[config.mk]
export PLATFORM = sky130hd
export DESIGN_NAME = pulse_avg_ctrl
export DESIGN_NICKNAME = d
export VERILOG_FILES = /design/src/rtl/pulse_avg_ctrl.sv
export SDC_FILE = /design/constraint.sdc
export NUM_CORES = 1
export LEC_CHECK = 0
export ABC_AREA = 1
export BUFFER_PORTS_ARGS = -buffer_cell sky130_fd_sc_hd__buf_2
export CAP_MARGIN = 20
export CORE_MARGIN = 2
export CORE_UTILIZATION = 33
export CTS_BUF_LIST = sky130_fd_sc_hd__clkbuf_4 sky130_fd_sc_hd__clkbuf_8
export CTS_CLUSTER_DIAMETER = 80
export CTS_CLUSTER_SIZE = 40
export DETAILED_ROUTE_END_ITERATION = 10
export SETUP_SLACK_MARGIN = 0.4
export SYNTH_ARGS = -nofsm -noshare
export SYNTH_HDL_FRONTEND = slang
export SYNTH_SLANG_ARGS = --single-unit
[constraint.sdc]
create_clock -name clk -period 2.13 [get_ports clk]
set_input_delay 0.3195 -clock clk [delete_from_list [all_inputs] [get_ports clk]]
set_output_delay 0.3195 -clock clk [all_outputs]
set_load 0.03 [all_outputs]
[src/rtl/pulse_avg_ctrl.sv]
// Pulse-averaging sequencer: frames input samples into pulses and passes, issuing one
// registered accumulator command per accepted sample. Optional macro PULSE_AVG_CTRL_TLAST_CHECK_EN.
module pulse_avg_ctrl #(
    parameter int MAX_PULSE_SIZE = 8192,
    parameter int ADDR_WIDTH     = 13
) (
    input  logic                  clk,
    input  logic                  reset,
    input  logic                  clear,
    input  logic [31:0]           pulse_size,
    input  logic [31:0]           num_avg,
    output logic [31:0]           num_count,
    output logic                  avg_done,
    output logic                  err_tlast,
    input  logic                  i_tvalid,
    input  logic                  i_tlast,
    output logic                  i_tready,
    output logic                  acc_cmd_valid,
    input  logic                  acc_tready,
    output logic [ADDR_WIDTH-1:0] acc_addr,
    output logic                  acc_init,
    output logic                  acc_emit,
    output logic                  acc_last
);

    typedef enum logic {IDLE, RUN} state_t;

    state_t                state, state_nxt;
    logic                  srst;
    logic                  hs;
    logic [ADDR_WIDTH-1:0] sample_idx;
    logic [31:0]           pass_idx;
    logic [ADDR_WIDTH-1:0] p_last, p_last_cfg;
    logic [31:0]           n_last, n_last_cfg;
    logic                  sample_end;
    logic                  pulse_end;
    logic                  set_end;

    assign srst       = reset | clear;
    assign i_tready   = (state == RUN) && (!acc_cmd_valid || acc_tready);
    assign hs         = i_tvalid & i_tready;
    assign sample_end = (sample_idx == p_last);
    assign set_end    = pulse_end && (pass_idx == n_last);
    assign num_count  = pass_idx;

    // Effective configuration held as last-index values so the counters compare directly.
    always_comb begin
        p_last_cfg = ADDR_WIDTH'(MAX_PULSE_SIZE - 1);
        if (pulse_size != 32'd0 && pulse_size <= 32'(MAX_PULSE_SIZE))
            p_last_cfg = ADDR_WIDTH'(pulse_size - 32'd1);
        n_last_cfg = (num_avg == 32'd0) ? 32'd0 : num_avg - 32'd1;
    end

`ifdef PULSE_AVG_CTRL_TLAST_CHECK_EN
    // An early tlast closes the pulse; a missing one only flags the error.
    assign pulse_end = sample_end | i_tlast;

    always_ff @(posedge clk) begin
        if (srst)
            err_tlast <= 1'b0;
        else if (hs && (i_tlast != sample_end))
            err_tlast <= 1'b1;
    end
`else
    logic unused_tlast;
    assign unused_tlast = i_tlast;
    assign pulse_end    = sample_end;
    assign err_tlast    = 1'b0;
`endif

    always_ff @(posedge clk) begin
        if (srst)
            state <= IDLE;
        else
            state <= state_nxt;
    end

    always_comb begin
        state_nxt = state;
        case (state)
            IDLE:    state_nxt = RUN;
            RUN:     if (hs && set_end) state_nxt = IDLE;
            default: state_nxt = IDLE;
        endcase
    end

    always_ff @(posedge clk) begin
        if (srst) begin
            sample_idx    <= '0;
            pass_idx      <= '0;
            p_last        <= '0;
            n_last        <= '0;
            avg_done      <= 1'b0;
            acc_cmd_valid <= 1'b0;
            acc_addr      <= '0;
            acc_init      <= 1'b0;
            acc_emit      <= 1'b0;
            acc_last      <= 1'b0;
        end else begin
            avg_done <= 1'b0;
            if (state == IDLE) begin
                p_last <= p_last_cfg;
                n_last <= n_last_cfg;
            end
            if (hs) begin
                acc_cmd_valid <= 1'b1;
                acc_addr      <= sample_idx;
                acc_init      <= (pass_idx == 32'd0);
                acc_emit      <= (pass_idx == n_last);
                acc_last      <= pulse_end;
                if (pulse_end) begin
                    sample_idx <= '0;
                    if (set_end) begin
                        pass_idx <= '0;
                        avg_done <= 1'b1;
                    end else begin
                        pass_idx <= pass_idx + 32'd1;
                    end
                end else begin
                    sample_idx <= sample_idx + 1'b1;
                end
            end else if (acc_tready) begin
                // Command taken with nothing behind it: empty the slot.
                acc_cmd_valid <= 1'b0;
                acc_addr      <= '0;
                acc_init      <= 1'b0;
                acc_emit      <= 1'b0;
                acc_last      <= 1'b0;
            end
        end
    end

endmodule

[Word-level counts from Yosys, hierarchy flattened]
Cells that the tools add are included.
W data, S select, Z words.
Cells by class
  reductions and logical operators: 12
  order comparisons: 1
  $add $sub $neg: 4
  eq/ne operators: 2
  multiplexer cells: 14
  bitwise gates (word level): 5
Operator list (count)
  $logic_not A32 Y1: 2
  $mux W32: 2
  $mux W13: 4
  $add A32 B1 Y32 const B: 1
  $eq A32 B32 Y1: 1
  $le A32 B14 Y1 const B: 1
  $reduce_bool A32 Y1: 1
  $sub A32 B1 Y32 const B: 1
  $add A13 B1 Y13 const B: 1
  $eq A13 B13 Y1: 1
  $sub A13 B1 Y13 const B: 1
  $mux W1: 7
  $logic_and A1 B1 Y1: 4
  $not A1 Y1: 3
  $reduce_or A3 Y1: 1
  $pmux W1 S2: 1
  $reduce_and A2 Y1: 1
  $reduce_bool A2 Y1: 1
  $and A1 B1 Y1: 1
  $logic_not A1 Y1: 1
  $logic_or A1 B1 Y1: 1
  $or A1 B1 Y1: 1
Word-level totals
  word-level logic and storage cells: 49
  output and inout bits: 52
  register bits after elaboration: 109

[Logic depth before layout (Yosys ltp)]
Gate-level depths: netlist (run 1).
  depth after elaboration: 7
  gate-level depth with buffers: 14
  mapped depth without buffers: 13

[Worst setup path before layout (run 1)]
No wires, ideal clock.
  path kind: reg2reg
  from: register pass_idx[1] (netlist: num_count[1])
  to: register pass_idx[24] (netlist: num_count[24])
  data required time: 2016 ps
  setup slack: 219 ps
  cell stages (with the launch flop): 10
  arrival time: 1796 ps
  path through: dfxtp_1 > ha_1 > nand3_1 > nor2_1 > nand3_2 > nor2_1 > nand2_1 > nor2_4 > xor2_1 > nor2_1
Between the ends
  longest elaborated chain between the ends: 3
  elaborated cells between the ends (all ways): 4
  those cells by class: 1 x add/sub; 1 x eq/ne; 1 x mux; 1 x reduce/logical
RTL lines
  from (decl): line 32  | logic [31:0] pass_idx;
  from (signal assigned): line 117  | pass_idx <= pass_idx + 32'd1;
  branches (longest 2 deep; another with $add A32 B1 Y32)
  $mux W32 *: line 113  | if (set_end) begin
Mark *: on every way between the ends.
A chain may end at the register's enable or synchronous reset.

[Worst setup path after layout (run 1)]
  from: register pass_idx[3] (netlist: num_count[3])
  to: register pass_idx[29] (netlist: num_count[29])
Same word-level chain as after synthesis.

==> results of run 1 <==
## state kept, by name, summed over array words and instances (netlist names)
name	cells
n_last	32
state	1
acc_cmd_valid	1
acc_last	1
avg_done	1
p_last	13
acc_addr	13
acc_emit	1
sample_idx	13
acc_init	1
num_count	32
## cell usage after synthesis (all sizes together)
cell and instances:
a21o 2, a21oi 77, and2 1, buf 11, clkbuf 15, clkinv 1, conb 1, dfxtp 109
ha 5, inv 155, nand2 367, nand3 68, nand3b 3, nand4 13, nor2 159, nor3 23
nor4 8, o211ai 1, o21ai 28, o21bai 3, o22ai 1, o31ai 1, or2 7, xnor2 21
xor2 31
## layer usage
| metal | share of wire (%) | vias up | GRT usage [%] | routed length [um] |
|---|---|---|---|---|
| met2 | 42 | 215 | 26.8 | 8750 |
| met4 | 2.1 | 0 | 6.83 | 444 |
| met5 | 0 | - | 0 | 0 |
| met1 | 50 | 3265 | 27.0 | 10500 |
| met3 | 5.7 | 31 | 3.54 | 1200 |
| li1 | - | 3796 | - | - |
## what timing repair did
item                                    4_1_cts  5_1_grt
resized for setup                            57      140
pin swaps                                     6       41
buffers inserted                              8       19
endpoints found under the setup margin       43       51
cloned                                        3        2
## how the worst max path moves through the flow
stage                   from             to  slack, ns  depth (start not counted)
2_1_floorplan   num_count[8]  num_count[24]       0.39                          8
3_3_place_gp      num_avg[0]     n_last[27]       0.19                         11
3_5_place_dp      num_avg[0]     n_last[14]       0.16                         11
4_1_cts        num_count[11]  num_count[11]       0.34                         14
5_1_grt        sample_idx[5]  num_count[28]       0.28                         13
6_report        num_count[3]  num_count[29]       0.36                         15
## logic make-up after synthesis
family | share of synthesized area, %
AOI/OAI and AO/OA | 8.77
buffers and inverters | 10.7
other | 0.0555
adders and majority gates | 0.925
and+or+nand+nor | 40.5
xor gates and xnor gates | 6.74
DFF | 32.3
## placed cells by master, fill, tap and decap left out, types with 3 or more instances in the layout
cell type and instances:
xor2_1 29, nor2_1 119, dfxtp_1 56, nand3_4 4, buf_4 45, ha_1 4, nand3_2 4, nand2_1 343
clkbuf_8 9, inv_2 17, dfxtp_4 23, nand3b_1 3, buf_12 7, a21oi_1 76, inv_1 125, or2_2 7
o21bai_1 3, nor3_2 4, o21ai_0 27, nor4_1 7, nor2_4 15, clkinvlp_4 3, buf_2 118, nand3_1 61
nand4_1 13, buf_6 4, inv_4 13, nand2_2 21, nor3_1 17, nor2_2 25, xnor2_1 17, nand2_4 3
xnor2_2 4, dfxtp_2 30
## report_power, final
part | internal, mW | switching, mW | total (mW)
Sequential | 2.05 | 0.0407 | 2.09
Combinational | 0.253 | 0.338 | 0.591
Clock | 0.443 | 0.792 | 1.23
Total | 2.75 | 1.17 | 3.92
## final cells by class
| class | instances | area, um^2 | share of cell area (%) |
|---|---|---|---|
| tap | 270 | 338 | 3.81 |
| clock inverter | 7 | 57.6 | 0.649 |
| multi-input combinational | 821 | 4200 | 47.3 |
| sequential | 109 | 2310 | 26.0 |
| clock buffer | 9 | 124 | 1.40 |
| timing repair buffer | 179 | 1230 | 13.8 |
| inverter | 156 | 622 | 7.01 |
## worst max-delay path, stage by stage, from the launching register on
cell and delay [ns]:
dfxtp_4 0.41, inv_1 0.07, nand2_1 0.06, nand2_1 0.05, inv_1 0.05, nand2_1 0.05
nor2_1 0.09, nand2_1 0.07, nor2_2 0.15, nand2_2 0.10, inv_2 0.09, nand2_4 0.06
nand2_4 0.11, buf_12 0.12, clkbuf_16 0.15, nor2_2 0.04
==> results.yml, run 1 <==
status:
  status: "finished, final reports clean"
timing:
  fmax_mhz: 564
  worst_pin_slew_ns: 0.722
  slew_headroom_pct: 51.7
  fin_crit_ns: 1.77
  setup_violations: 0
  tns_ns: 0
  whs_ns: 0.232
  fin_skew_ns: 0.0183
  finalCritPeriodShare_pct: 83.2
  finalHoldViolCount: 0
  setup_ws_ns: 0.358
  rsz0062_at_grt: "yes"
  slew_violations: 0
setup_path:
  r2r_slack_ns: 0.36
  critPathArrivalTime_ns: 2.07
  cp-end-kind: "flip-flop"
  r2r-end: "num_count[29]"
  reg2reg_depth: 15
  cp_max_fo: 7
  startpoint_type: "flip-flop"
  worstReg2RegStart: "num_count[3]"
  worstPathRequired_ns: 2.43
  critical_path_class: "reg2reg"
cts:
  hold_buffers: 0
  clk_path_buf_depth: 2
  clkLatencyLatePin_ns: 0.40
  htreeDepth: 3
  cts-root-buf: "clkbuf_8"
  tritoncts: "built"
  cts.sinks: 109
  clk_pin_slew_worst_paths_ns: 0.12
  numCtsBuffers: 9
hold_path:
  hold_path.startpoint: "pulse_size[9]"
  holdPathEnd: "p_last[9]"
  min_path_cells: 3
  hp-class: "in2reg"
die:
  fp.dieH_um: 147
  initial_core_util_pct: 33.5
  ios: 122
  die_w_um: 147
  rows: 52
  dieArea_mm2: 0.0217
  coreArea_mm2: 0.0202
routing:
  dr.pass1.iters: 5
  drt_iter0_markers: 421
  vias: 7307
  drt-total-wl_um: 20900
  wl_per_cell_um: 13.5
  drtAntennaViolNets: 0
  drc: 0
  via_per_inst: 4.71
global_routing:
  grt_pass1_vias: 6325
  grt.overflow.total: 0
  grt_usage_pct: 18.5
  antenna_found_initial: 0
  grt_pass1_wl_um: 32000
  grt_max_degree: 42
place:
  place_congestion: 0.876
  port-buffer-count: 119
  post-place-cells: 1503
  place_ws_ns: 0.162
  dpl_cell_area_mm2: 0.00782
  place_hpwl_um: 15600
yosys:
  syn_inst: 1111
  ys_seq_area_share_pct: 32.3
  yosys.area.top_type: "dfxtp_1"
  postSynthAreaPerCell_um2: 6.09
  synth_cell_types: 37
  ys_warn_count: 0
  ys_seq_elements: 109
  netlist.area_leader.share_pct: 32.3
  syn_area_mm2: 0.00676
  synthTopCellsByArea: "dfxtp_1 32%, nand2_1 20%, inv_1 8.2%, nor2_1 8.2%, a21oi_1 5.6%"
  synth_fp_nets: 1186
final_layout:
  n_fill_cell: 2171
  layout.nets: 1351
  finalInstanceArea_mm2: 0.00887
  area_growth_pct: 31.3
  drive_gt1_share_pct: 29.3
  final_util_pct: 44.0
  instances_no_fill: 1551
  diodes: 0
power_and_ir_drop:
  p_leak_nw: 3.93
  fin_total_pwr_mw: 3.92
  ir_worst_vdd_uv: 235
  power_density_mw_per_mm2: 442
flow_run:
  max_cap_violations: 0
(Power assumes the default switching activity.)
==> inputs of run 2 (changes only) <==
- ABC_AREA: 1 -> 0
- clock period: 2.13 -> 1.83 ns (I/O delays scaled with it)
==> run 2 against run 1 <==
The run now ends with negative setup slack left. Highest routed layer unchanged. Clock skew shrank 0.0017 ns. Largest power group unchanged. Critical path depth decreased by 5. Die area down 13%.
==> results.yml, run 2 <==
status:
  status: "finished with violations"
  violations: "negative setup slack"
timing:
  whs_ns: 0.163
  fmax_mhz: 494
  finalHoldViolCount: 0
  tns_ns: -4.49
  rsz0062_at_grt: "yes"
  slew_violations: 0
  setup_ws_ns: -0.195
  finalCritPeriodShare_pct: 111
  fin_skew_ns: 0.0166
  setup_violations: 46
  fin_crit_ns: 2.03
routing:
  dr.pass1.iters: 4
  vias: 5896
  drt_iter0_markers: 257
  drt-total-wl_um: 18500
  drtAntennaViolNets: 0
  drc: 0
  via_per_inst: 4.86
  wl_per_cell_um: 15.3
yosys:
  ys_seq_elements: 109
  ys_seq_area_share_pct: 37.4
  syn_area_mm2: 0.00584
  synth_edf_count: 0
  ys_top_cells_by_count: "109 x dfxtp_1, 83 x nand2_1, 69 x nor2_1"
  synth_fa_ha_area_share_pct: 1.07
  synth_flop_cell: "dfxtp_1"
  syn_inst: 711
  synth_most_common_cell: "dfxtp_1"
  postSynthAreaPerCell_um2: 8.21
  synth_fp_nets: 786
  ys_warn_count: 0
  yosys.area_share.simple_pct: 28.9
  synthTopCellsByArea: "dfxtp_1 37%, xor2_1 9.0%, xnor2_1 8.2%, nand2_1 5.3%, nor2_1 4.4%"
  synth.area.mux_share_pct: 0.171
  synth_compound_area_share_pct: 10.8
  synth_xor_area_share_pct: 17.2
  synth_top_family_by_area: "simple AND/OR/NAND/NOR gates"
  async_flop_share_pct: 0
  netlist.area_leader.share_pct: 37.4
  synth_cell_types: 50
  yosys.area.top_type: "dfxtp_1"
die:
  die_w_um: 137
  initial_core_util_pct: 33.8
  rows: 48
  fp.dieH_um: 137
  ios: 122
  coreArea_mm2: 0.0173
  dieArea_mm2: 0.0188
final_layout:
  diodes: 0
  area_growth_pct: 56.6
  final_cell_mix: "140 x buf_4, 104 x buf_2, 78 x nand2_1"
  finalInstanceArea_mm2: 0.00915
  regArea_mm2: 0.00225
  final_common_cell: "buf_4"
  layout.nets: 1058
  multi_input_area_mm2: 0.00398
  final_util_pct: 52.9
  drive_gt1_share_pct: 48.8
  n_fill_cell: 1589
setup_path:
  critPathArrivalTime_ns: 2.29
  crit_buf_inv: 4
  crit_slowest_cell: "dfxtp_2"
  reg2reg_depth: 10
  r2r_slack_ns: -0.20
  worstReg2RegStart: "sample_idx[12]"
  crit_top_cell: "buf_6"
  critPathMaxStageDelay_ns: 0.36
  crit_chain: "xor2_2 -> nor4_2 -> nand4_1 -> buf_6 -> nor2_4 -> a21o_1 -> buf_6 -> buf_6 -> buf_12 -> nor2_1"
  critical_path_class: "reg2reg"
  cp-end-kind: "flip-flop"
  r2r-end: "num_count[18]"
  worstPathRequired_ns: 2.10
  cp_top_family: "simple AND/OR/NAND/NOR gates"
  cp_max_fo: 9
  startpoint_type: "flip-flop"
cts:
  numCtsBuffers: 9
  clk_pin_slew_worst_paths_ns: 0.11
  cts-root-buf: "clkbuf_8"
  htreeDepth: 3
  hold_buffers: 0
  clk_path_buf_depth: 2
  clkLatencyLatePin_ns: 0.38
  cts.sinks: 109
  tritoncts: "built"
hold_path:
  hold_path.startpoint: "pulse_size[12]"
  holdPathEnd: "p_last[12]"
  min_path_cells: 3
  hp-class: "in2reg"
flow_run:
  max_cap_violations: 0
place:
  place_hpwl_um: 13500
  place_congestion: 0.860
  dpl_cell_area_mm2: 0.00798
  port-buffer-count: 119
global_routing:
  grt_max_degree: 28
  grt_usage_pct: 19.9
  antenna_found_initial: 0
  grt.overflow.total: 0
  grt_pass1_vias: 5630
  grt_pass1_wl_um: 29200
power_and_ir_drop:
  power_density_mw_per_mm2: 520
  ir_worst_vdd_uv: 288
  p_leak_nw: 3.89
run 2: kinds of logic (layout without fill, tap and decap cells):
family          count (synthesis)  in the layout
xor+xnor                      115            115
simple gates                  324            324
flops                         109            109
other cells                     1              1
mux                             1              1
compound gates                101            101
fa+ha+maj                       5              5
buf+inv                        55            332
run 2: cell type report:
type | count | share of cell area (%)
Inverter | 15 | 0.848
Tap cell | 225 | 3.08
Timing Repair Buffer | 300 | 25.6
Multi-Input combinational cell | 547 | 43.5
Clock inverter | 5 | 0.725
Clock buffer | 11 | 1.59
Timing Repair inverter | 1 | 0.0547
Sequential cell | 109 | 24.6
run 2: tightest hold or removal path: cells and delay by family:
kind | cells | cell delay (ns)
buffers and inverters | 1 | 0.10
AO/OA/AOI/OAI | 1 | 0.07
AND/OR/NAND/NOR | 1 | 0.05
run 2: metrics by stage:
step                      total power [mW]  instances  worst slack [ns]
after CTS                             4.77       1210            -0.125
after global placement                3.08       1165            -0.336
after detailed placement              3.09       1165            -0.364
after global routing                  4.94       1213            -0.287
final                                 4.76       1213            -0.195
after floorplan                       2.79        711            -0.234
run 2: how the worst max path moves through the flow:
stage                     to  cells after the start           start
6_report       num_count[18]                     10  sample_idx[12]
5_1_grt        num_count[18]                     10  sample_idx[12]
4_1_cts         num_count[4]                      7       p_last[6]
3_5_place_dp       n_last[6]                      8     num_avg[15]
3_3_place_gp       n_last[5]                      8     num_avg[15]
2_1_floorplan  num_count[19]                      7    num_count[3]
run 2: layer usage:
layer | vias up | part of all wire, % | track usage (%)
li1 | 3010 | - | -
met3 | 22 | 5.0 | 4.00
met2 | 138 | 47 | 32.1
met1 | 2726 | 47 | 26.4
met4 | 0 | 1.9 | 6.93
met5 | - | 0 | 0
run 2: what timing repair did:
action	in CTS	in global routing
gates cloned	7	1
endpoints found under the setup margin	101	112
buffers inserted	22	2
pin swaps	30	22
gates resized for setup	93	54
run 2: power by group:
group / internal [mW] / switching (mW)
logic: 0.373 / 0.359
clock network: 0.704 / 0.871
registers: 2.41 / 0.0410
==> inputs of run 3 (changes only) <==
- CTS_BUF_LIST: sky130_fd_sc_hd__clkbuf_4 sky130_fd_sc_hd__clkbuf_8 -> not set
==> run 3 against run 2 <==
The run still ends with negative setup slack left. Clock skew shrank 0.0029 ns. Critical path depth is the same. Register-to-register slack gained 0.05 ns. Setup slack gained 0.052 ns. Fmax grew 2.7%. Clock power grew 26%. Flip-flop and latch count is the same. Sequential power is essentially flat. Non-clock buffer count shrank 4. Final cell count shrank 0.33%. Core utilization shrank 0.35 points. Largest cell class unchanged.
==> results.yml, run 3 (same netlist as run 2, synthesis figures left out) <==
flow_run:
  max_cap_violations: 0
cts:
  htreeDepth: 3
  clk_pin_slew_worst_paths_ns: 0.08
  clkLatencyLatePin_ns: 0.35
  tritoncts: "built"
  clk_path_buf_depth: 2
  cts.sinks: 109
  cts-root-buf: "clkbuf_16"
  numCtsBuffers: 9
  hold_buffers: 0
power_and_ir_drop:
  ir_worst_vdd_uv: 442
  p_leak_nw: 3.86
  power_density_mw_per_mm2: 569
place:
  port-buffer-count: 119
  place_ws_ns: -0.364
  place_congestion: 0.860
  place_hpwl_um: 13500
die:
  ios: 122
  coreArea_mm2: 0.0173
  dieArea_mm2: 0.0188
  initial_core_util_pct: 33.8
  rows: 48
  fp.dieH_um: 137
  die_w_um: 137
final_layout:
  area_growth_pct: 55.6
  final_common_cell: "buf_4"
  drive_gt1_share_pct: 48.2
  layout.nets: 1054
  final_cell_mix: "145 x buf_4, 116 x buf_2, 79 x nand2_1"
  diodes: 0
  final_util_pct: 52.5
setup_path:
  worstPathRequired_ns: 2.07
  r2r_slack_ns: -0.14
  startpoint_type: "flip-flop"
  critPathArrivalTime_ns: 2.21
  reg2reg_depth: 10
  r2r-end: "num_count[24]"
  worstReg2RegStart: "sample_idx[12]"
  critical_path_class: "reg2reg"
  cp-end-kind: "flip-flop"
  cp_max_fo: 5
timing:
  slew_violations: 0
  finalCritPeriodShare_pct: 108
  whs_ns: 0.193
  tns_ns: -3.12
  setup_ws_ns: -0.143
  fmax_mhz: 507
  setup_violations: 32
  fin_crit_ns: 1.97
  fin_skew_ns: 0.0136
  finalHoldViolCount: 0
  rsz0062_at_grt: "yes"
hold_path:
  holdPathEnd: "p_last[12]"
  min_path_cells: 3
  hold_path.startpoint: "pulse_size[12]"
  hp-class: "in2reg"
routing:
  drt-total-wl_um: 18300
  dr.pass1.iters: 5
  drc: 0
  vias: 5924
  drtAntennaViolNets: 0
  wl_per_cell_um: 15.2
  via_per_inst: 4.90
  drt_iter0_markers: 252
global_routing:
  grt_pass1_vias: 5613
  grt.overflow.total: 0
  grt_pass1_wl_um: 29000
  grt_max_degree: 28
  grt_usage_pct: 19.7
  antenna_found_initial: 0
status:
  violations: "negative setup slack"
  status: "finished with violations"
## run 3: critical path, stage by stage (launching register included)
cell and delay [ns]:
dfxtp_2 0.34, xor2_1 0.16, nor4_2 0.32, nand4_1 0.21, buf_6 0.20, nor2_4 0.08, a21o_1 0.15, buf_6 0.12
buf_12 0.10, buf_12 0.13, nor2_2 0.05
## run 3: power breakdown
part           internal, mW  leakage (nW)  switching, mW  total, mW
Combinational         0.365          2.81          0.357      0.722
Sequential             2.41         0.903         0.0383       2.45
Clock                  1.06         0.146          0.929       1.99
Total                  3.84          3.86           1.32       5.17
## run 3: per-layer routing
metal,vias to the layer above,wire [um],global-route usage [%]
met2,135,8670,32.5
met3,19,871,3.63
met1,2765,8550,26.2
met4,0,244,5.67
li1,3005,-,-
met5,-,0,0
## run 3: through the flow
stage               cells  instance area, um^2  total power, mW
detailed placement   1165                 7980             3.09
floorplan             711                 6210             2.79
finish               1209                 9080             5.17
global placement     1165                 7980             3.08
global route         1209                 9080             5.35
CTS                  1203                 8880             5.18
## run 3: layout make-up
| cell class | instances | area, um^2 |
|---|---|---|
| Inverter | 15 | 77.6 |
| Clock buffer | 12 | 268 |
| Fill cell | 1588 | 8210 |
| Timing Repair inverter | 1 | 5.00 |
| Tap cell | 225 | 282 |
| Multi-Input combinational cell | 547 | 3960 |
| Sequential cell | 109 | 2230 |
| Clock inverter | 4 | 36.3 |
| Timing Repair Buffer | 296 | 2220 |
## run 3: repair_timing
item	CTS	global route
buffers inserted	15	6
endpoints found under the setup margin	100	98
pin swaps	22	16
cloned	7	0
resized for setup	78	34
hold endpoints to repair	0	0
## run 3: how the worst max path moves through the flow
stage	startpoint	to	slack, ns	cells after the start
floorplan	num_count[3]	num_count[19]	-0.23	7
global placement	num_avg[15]	n_last[5]	-0.34	8
detailed placement	num_avg[15]	n_last[6]	-0.36	8
CTS	p_last[6]	num_count[4]	-0.13	7
global route	sample_idx[12]	num_count[4]	-0.26	7
finish	sample_idx[12]	num_count[24]	-0.14	10
